===== src/rtl/copro_sortp.sv =====
// Odd-even transposition sort co-processor: NW words of DW bits viewed as N elements of EW bits.
// Sorts one pass per clock, ascending/descending, unsigned/signed, with early exit once sorted.
module copro_sortp #(
  parameter int EW = 4,
  parameter int DW = 32,
  parameter int NW = 2
) (
  input  logic                                 ck,
  input  logic                                 rb,
  input  logic                                 start,
  input  logic                                 desc,
  input  logic                                 sgn,
  output logic                                 ready,
  output logic                                 busy,
  input  logic                                 dpsh,
  input  logic [DW-1:0]                        dinp,
  input  logic                                 dpop,
  output logic [DW-1:0]                        dout,
  output logic [$clog2(NW*DW/EW+1)-1:0]        npass,
  output logic                                 err
);

  localparam int TW = NW * DW;
  localparam int N  = TW / EW;
  localparam int PW = $clog2(N + 1);
  localparam logic [PW-1:0] LAST_P = PW'(N - 1);

  typedef enum logic {
    IDLE = 1'b0,
    SORT = 1'b1
  } state_t;

  state_t          state_r;
  state_t          state_s;
  logic [TW-1:0]   data_r;
  logic [TW-1:0]   nxt_s;
  logic [TW-1:0]   push_s;
  logic [TW-1:0]   rot_s;
  logic [PW-1:0]   pass_r;
  logic [PW-1:0]   npass_r;
  logic            desc_r;
  logic            sgn_r;
  logic            err_r;
  logic            ready_r;
  logic            prev_swp_r;
  logic            swp_s;
  logic            done_s;

  // Flipping the sign bit maps two's complement onto an order-preserving unsigned key.
  function automatic logic out_of_order(input logic [EW-1:0] a, input logic [EW-1:0] b,
                                        input logic dsc, input logic sg);
    logic [EW-1:0] ka;
    logic [EW-1:0] kb;
    ka = a;
    kb = b;
    if (sg) begin
      ka[EW-1] = ~a[EW-1];
      kb[EW-1] = ~b[EW-1];
    end else begin
      ka = a;
      kb = b;
    end
    return dsc ? (ka < kb) : (ka > kb);
  endfunction

  generate
    if (NW == 1) begin : g_one
      assign push_s = dinp;
      assign rot_s  = data_r;
    end else begin : g_multi
      assign push_s = {data_r[TW-DW-1:0], dinp};
      assign rot_s  = {data_r[TW-DW-1:0], data_r[TW-1 -: DW]};
    end
  endgenerate

  // One compare-exchange pass; pair (i,i+1) is active when i has the parity of the pass.
  always_comb begin
    nxt_s = data_r;
    swp_s = 1'b0;
    for (int i = 0; i < N - 1; i++) begin
      if ((i[0] == pass_r[0]) &&
          out_of_order(data_r[TW-1-i*EW -: EW], data_r[TW-1-(i+1)*EW -: EW], desc_r, sgn_r)) begin
        nxt_s[TW-1-i*EW -: EW]     = data_r[TW-1-(i+1)*EW -: EW];
        nxt_s[TW-1-(i+1)*EW -: EW] = data_r[TW-1-i*EW -: EW];
        swp_s                      = 1'b1;
      end else begin
        swp_s = swp_s;
      end
    end
  end

  // Finish on the last possible pass, or after two consecutive passes without a swap.
  always_comb begin
    done_s = (pass_r == LAST_P) ||
             ((pass_r != {PW{1'b0}}) && !swp_s && !prev_swp_r);
  end

  // Next-state logic; start always (re)enters SORT.
  always_comb begin
    state_s = state_r;
    case (state_r)
      IDLE: begin
        if (start) state_s = SORT;
        else       state_s = IDLE;
      end
      SORT: begin
        if (start)       state_s = SORT;
        else if (done_s) state_s = IDLE;
        else             state_s = SORT;
      end
      default: state_s = IDLE;
    endcase
  end

  // State register.
  always_ff @(posedge ck or negedge rb) begin
    if (!rb) begin
      state_r <= IDLE;
    end else begin
      state_r <= state_s;
    end
  end

  // Data register, pass bookkeeping and host-visible status.
  always_ff @(posedge ck or negedge rb) begin
    if (!rb) begin
      data_r     <= {TW{1'b0}};
      pass_r     <= {PW{1'b0}};
      npass_r    <= {PW{1'b0}};
      desc_r     <= 1'b0;
      sgn_r      <= 1'b0;
      err_r      <= 1'b0;
      ready_r    <= 1'b0;
      prev_swp_r <= 1'b0;
    end else if (start) begin
      pass_r     <= {PW{1'b0}};
      npass_r    <= {PW{1'b0}};
      desc_r     <= desc;
      sgn_r      <= sgn;
      err_r      <= 1'b0;
      ready_r    <= 1'b0;
      prev_swp_r <= 1'b1;
    end else if (state_r == SORT) begin
      data_r     <= nxt_s;
      npass_r    <= pass_r + PW'(1);
      prev_swp_r <= swp_s;
      ready_r    <= done_s;
      if (!done_s) pass_r <= pass_r + PW'(1);
      else         pass_r <= pass_r;
      if (dpsh || dpop) err_r <= 1'b1;
      else              err_r <= err_r;
    end else begin
      ready_r <= 1'b0;
      if (dpsh)      data_r <= push_s;
      else if (dpop) data_r <= rot_s;
      else           data_r <= data_r;
    end
  end

  assign busy  = (state_r == SORT);
  assign ready = ready_r;
  assign err   = err_r;
  assign npass = npass_r;
  assign dout  = data_r[TW-1 -: DW];

endmodule

===== config.mk =====
export PLATFORM = sky130hd
export DESIGN_NAME = copro_sortp
export DESIGN_NICKNAME = d
export VERILOG_FILES = /design/src/rtl/copro_sortp.sv
export SDC_FILE = /design/constraint.sdc
export NUM_CORES = 1
export LEC_CHECK = 0
export BUFFER_PORTS_ARGS = -buffer_cell sky130_fd_sc_hd__buf_2
export CORE_AREA = 2 2 103 204
export DETAILED_ROUTE_END_ITERATION = 8
export DIE_AREA = 0 0 105 206
export GPL_TIMING_DRIVEN = 0
export SLEW_MARGIN = 0
export SYNTH_ARGS = -nofsm -noshare
export SYNTH_HDL_FRONTEND = slang
export SYNTH_SLANG_ARGS = --single-unit

===== constraint.sdc =====
create_clock -name ck -period 3.6 [get_ports ck]
set_input_delay 0.18 -clock ck [delete_from_list [all_inputs] [get_ports ck]]
set_output_delay 0.18 -clock ck [all_outputs]
set_load 0.05 [all_outputs]

==> flow_metrics.py <==
metrics = {
    "setup_path": {
        "cpPeakStageDelay_ns": 0.89,
        "path_delay_family": "simple AND/OR/NAND/NOR gates",
        "crit_path_end_kind": "flop",
        "crit_chain": "buf_2 -> nor2b_1 -> mux2_2 -> clkbuf_1 -> nor3_1 -> nor2_1 -> mux2_2",
        "critPathRequiredTime_ns": 3.84,
        "cp_num_cells": 7,
        "cp.buffers_inverters": 2,
        "r2r-end": "data_r[19]",
        "worstRegToRegCells": 7,
        "r2r-start": "desc_r",
        "critPathArrivalTime_ns": 3.67,
        "path_max_fanout": 10,
        "critical_path.startpoint_type": "flop",
        "path_common_cell": "mux2_2",
        "slowest_stage": "nor2b_1",
        "worst-setup-path-type": "reg2reg",
        "ff2ff_setup_slack_ns": 0.17,
    },
    "sta": {
        "tightestPinTransition_ns": 1.07,
        "period_share_pct": 95.4,
        "relSlewSlack_pct": 28.6,
        "fmax_mhz": 291,
        "final-hold-violation-count": 0,
        "period_needed_ns": 3.43,
        "finClkSkew_ns": 0.00986,
        "setup_viol": 0,
        "grt_setup_unrepaired": "no",
        "finalSetupTns_ns": 0,
        "finalMaxSlewViolations": 0,
        "setup_ws_ns": 0.167,
    },
    "final_layout": {
        "area_growth_pct": 15.5,
        "antennaDiodeCount": 0,
        "nNetsFinal": 979,
        "mostFrequentLayoutCells": "buf_2, dfrtp_1, inv_1",
        "final_common_cell": "buf_2",
        "n_fill_cell": 2141,
        "drive_gt1_share_pct": 21.2,
    },
    "min_path": {
        "hp-class": "in2reg",
        "whs_path_depth": 2,
        "min-delay-start": "desc",
        "min_to": "desc_r",
    },
    "grt": {
        "grt_pass1_wl_um": 37600,
        "grt_max_degree": 44,
        "antenna_found_initial": 0,
        "grt-ovfl-total": 0,
        "grt_use_total_pct": 22.6,
        "grt_pass1_vias": 6412,
    },
    "yosys": {
        "ys_ff_latch": 80,
        "async_flop_share_pct": 100,
        "postSynthCellCount": 802,
        "synth_edf_count": 0,
        "ys_seq_area_share_pct": 29.2,
        "yosysUniqueCellTypes": 66,
        "syn_nets": 889,
        "synthFlopType": "dfrtp_1",
        "yosysWarnings": 0,
        "avgSynthCellArea_sq_um": 8.56,
        "mappedNetlistArea_sq_um": 6870,
    },
    "clocking": {
        "clock_latency_ns": 0.35,
        "cts_setup_buffers": 0,
        "clk_path_buf_depth": 2,
        "clock-sinks": 80,
        "cts_tree": "yes",
        "cts_made_buffers": 9,
        "cts_max_level": 3,
        "cts_root_buf": "clkbuf_16",
        "clk_pin_slew_ns": 0.07,
    },
    "run": {
        "drv_cap": 0,
    },
    "placed_design": {
        "routabilityCongestion": 0.879,
        "io_buffers": 77,
        "place_ws_ns": 0.126,
        "hpwl_um": 18100,
    },
    "die": {
        "die_h_um": 206,
        "num_io_pins": 79,
        "dieArea_sq_um": 21600,
        "rows": 74,
        "die_w_um": 105,
        "core_area_sq_um": 20200,
        "start_util_pct": 34.0,
    },
    "power": {
        "peakVddDrop_mv": 0.405,
        "leakage_uw": 0.00362,
        "p_per_area_nw_per_um2": 892,
    },
    "route": {
        "drt_iter0_markers": 483,
        "drc": 0,
        "ant_nets": 0,
        "viasPerCell": 5.72,
        "drt_wl_total_um": 24500,
        "via_count": 6655,
        "detail_route.first_pass.iterations": 5,
        "wl_per_cell_um": 21.1,
    },
    "outcome": {
        "status": "finished clean",
    },
}
[repair_timing]
| action | 4_1_cts | 5_1_grt |
|---|---|---|
| resized for setup | 0 | 2 |
| hold buffers | 1 | 0 |
| hold endpoints to repair | 42 | 0 |
| setup endpoints to repair | 0 | 9 |
[layout make-up]
cell class | instances | area, sq um | area share (%)
multi-input cells | 573 | 4160 | 52.4
flip-flops and latches | 80 | 2000 | 25.2
plain buffers | 87 | 485 | 6.12
repair buffers | 79 | 418 | 5.27
well taps | 266 | 333 | 4.20
inverters | 62 | 233 | 2.93
clock buffers | 9 | 225 | 2.84
clock inverters | 7 | 78.8 | 0.994
[power breakdown]
part / switching, uW / internal, uW / total [uW]
registers: 480 / 1150 / 1630
clock network: 433 / 546 / 979
logic: 2670 / 1790 / 4460
total: 3590 / 3490 / 7070
[metal layers]
| metal | track usage, % | vias up | part of all wire (%) |
|---|---|---|---|
| met4 | 10.3 | 0 | 4.1 |
| met1 | 29.8 | 3171 | 43 |
| met2 | 36.5 | 319 | 46 |
| met5 | 0 | - | 0 |
| met3 | 3.41 | 65 | 6.5 |
| li1 | - | 3100 | - |
[how the worst max path moves through the flow]
stage	to	startpoint
final	data_r[19]	desc_r
after global routing	data_r[15]	desc_r
after CTS	pass_r[3]	pass_r[0]
after detailed placement	pass_r[3]	pass_r[0]
after global placement	pass_r[3]	pass_r[0]
after floorplan	data_r[31]	data_r[25]
[state kept, by name, summed over array words and instances, names as in the netlist]
name        cells
busy            1
desc_r          1
pass_r          5
prev_swp_r      1
ready           1
data_r         64
sgn_r           1
err             1
npass           5
[cell families (layout without fill, tap and decap cells)]
| group | Yosys count | after routing | share of synthesized area [%] |
|---|---|---|---|
| buffers and inverters | 149 | 244 | 10.5 |
| xor gates and xnor gates | 6 | 6 | 0.765 |
| and+or+nand+nor | 209 | 209 | 15.4 |
| muxes | 63 | 63 | 9.71 |
| AOI/OAI and AO/OA | 246 | 246 | 25.6 |
| adders and majority gates | 49 | 49 | 8.89 |
| DFF | 80 | 80 | 29.2 |
[Yosys cell counts (all sizes together), types with 3 or more instances]
library cell | n | share of area (%)
a211oi | 12 | 1.3
a21o | 6 | 0.66
a21oi | 50 | 3.8
a221o | 7 | 1.0
a221oi | 44 | 5.6
a22oi | 8 | 0.87
a31oi | 8 | 0.73
a41oi | 5 | 0.64
and2 | 9 | 0.82
and3b | 3 | 0.38
buf | 49 | 5.0
clkbuf | 38 | 2.1
dfrtp | 80 | 29
ha | 48 | 8.7
inv | 62 | 3.4
mux2 | 29 | 4.8
mux2i | 34 | 5.0
nand2 | 51 | 2.8
nand2b | 15 | 1.4
nand3 | 18 | 1.3
nor2 | 57 | 3.1
nor2b | 21 | 2.0
nor3 | 8 | 0.58
nor3b | 6 | 0.66
o211a | 5 | 0.73
o211ai | 10 | 1.1
o21a | 3 | 0.33
o21ai | 43 | 3.1
o221ai | 4 | 0.51
o22ai | 3 | 0.27
o31ai | 22 | 2.6
or2 | 8 | 0.73
xnor2 | 3 | 0.38
xor2 | 3 | 0.38
[per-stage QoR]
stage | util (%) | hold WS [ns] | std cells | power [uW] | area, sq um
finish | 39.3 | 0.0665 | 1163 | 7070 | 7930
global route | 39.3 | 0.0563 | 1163 | 7540 | 7930
CTS | 39.2 | 0.0587 | 1163 | 7000 | 7920
detailed placement | 37.7 | 0.220 | 1146 | 6000 | 7610
global placement | 37.6 | 0.417 | 1145 | 5930 | 7580
floorplan | - | -0.116 | 802 | 4880 | 6870
Note: power is estimated with default switching activity, not from simulation.
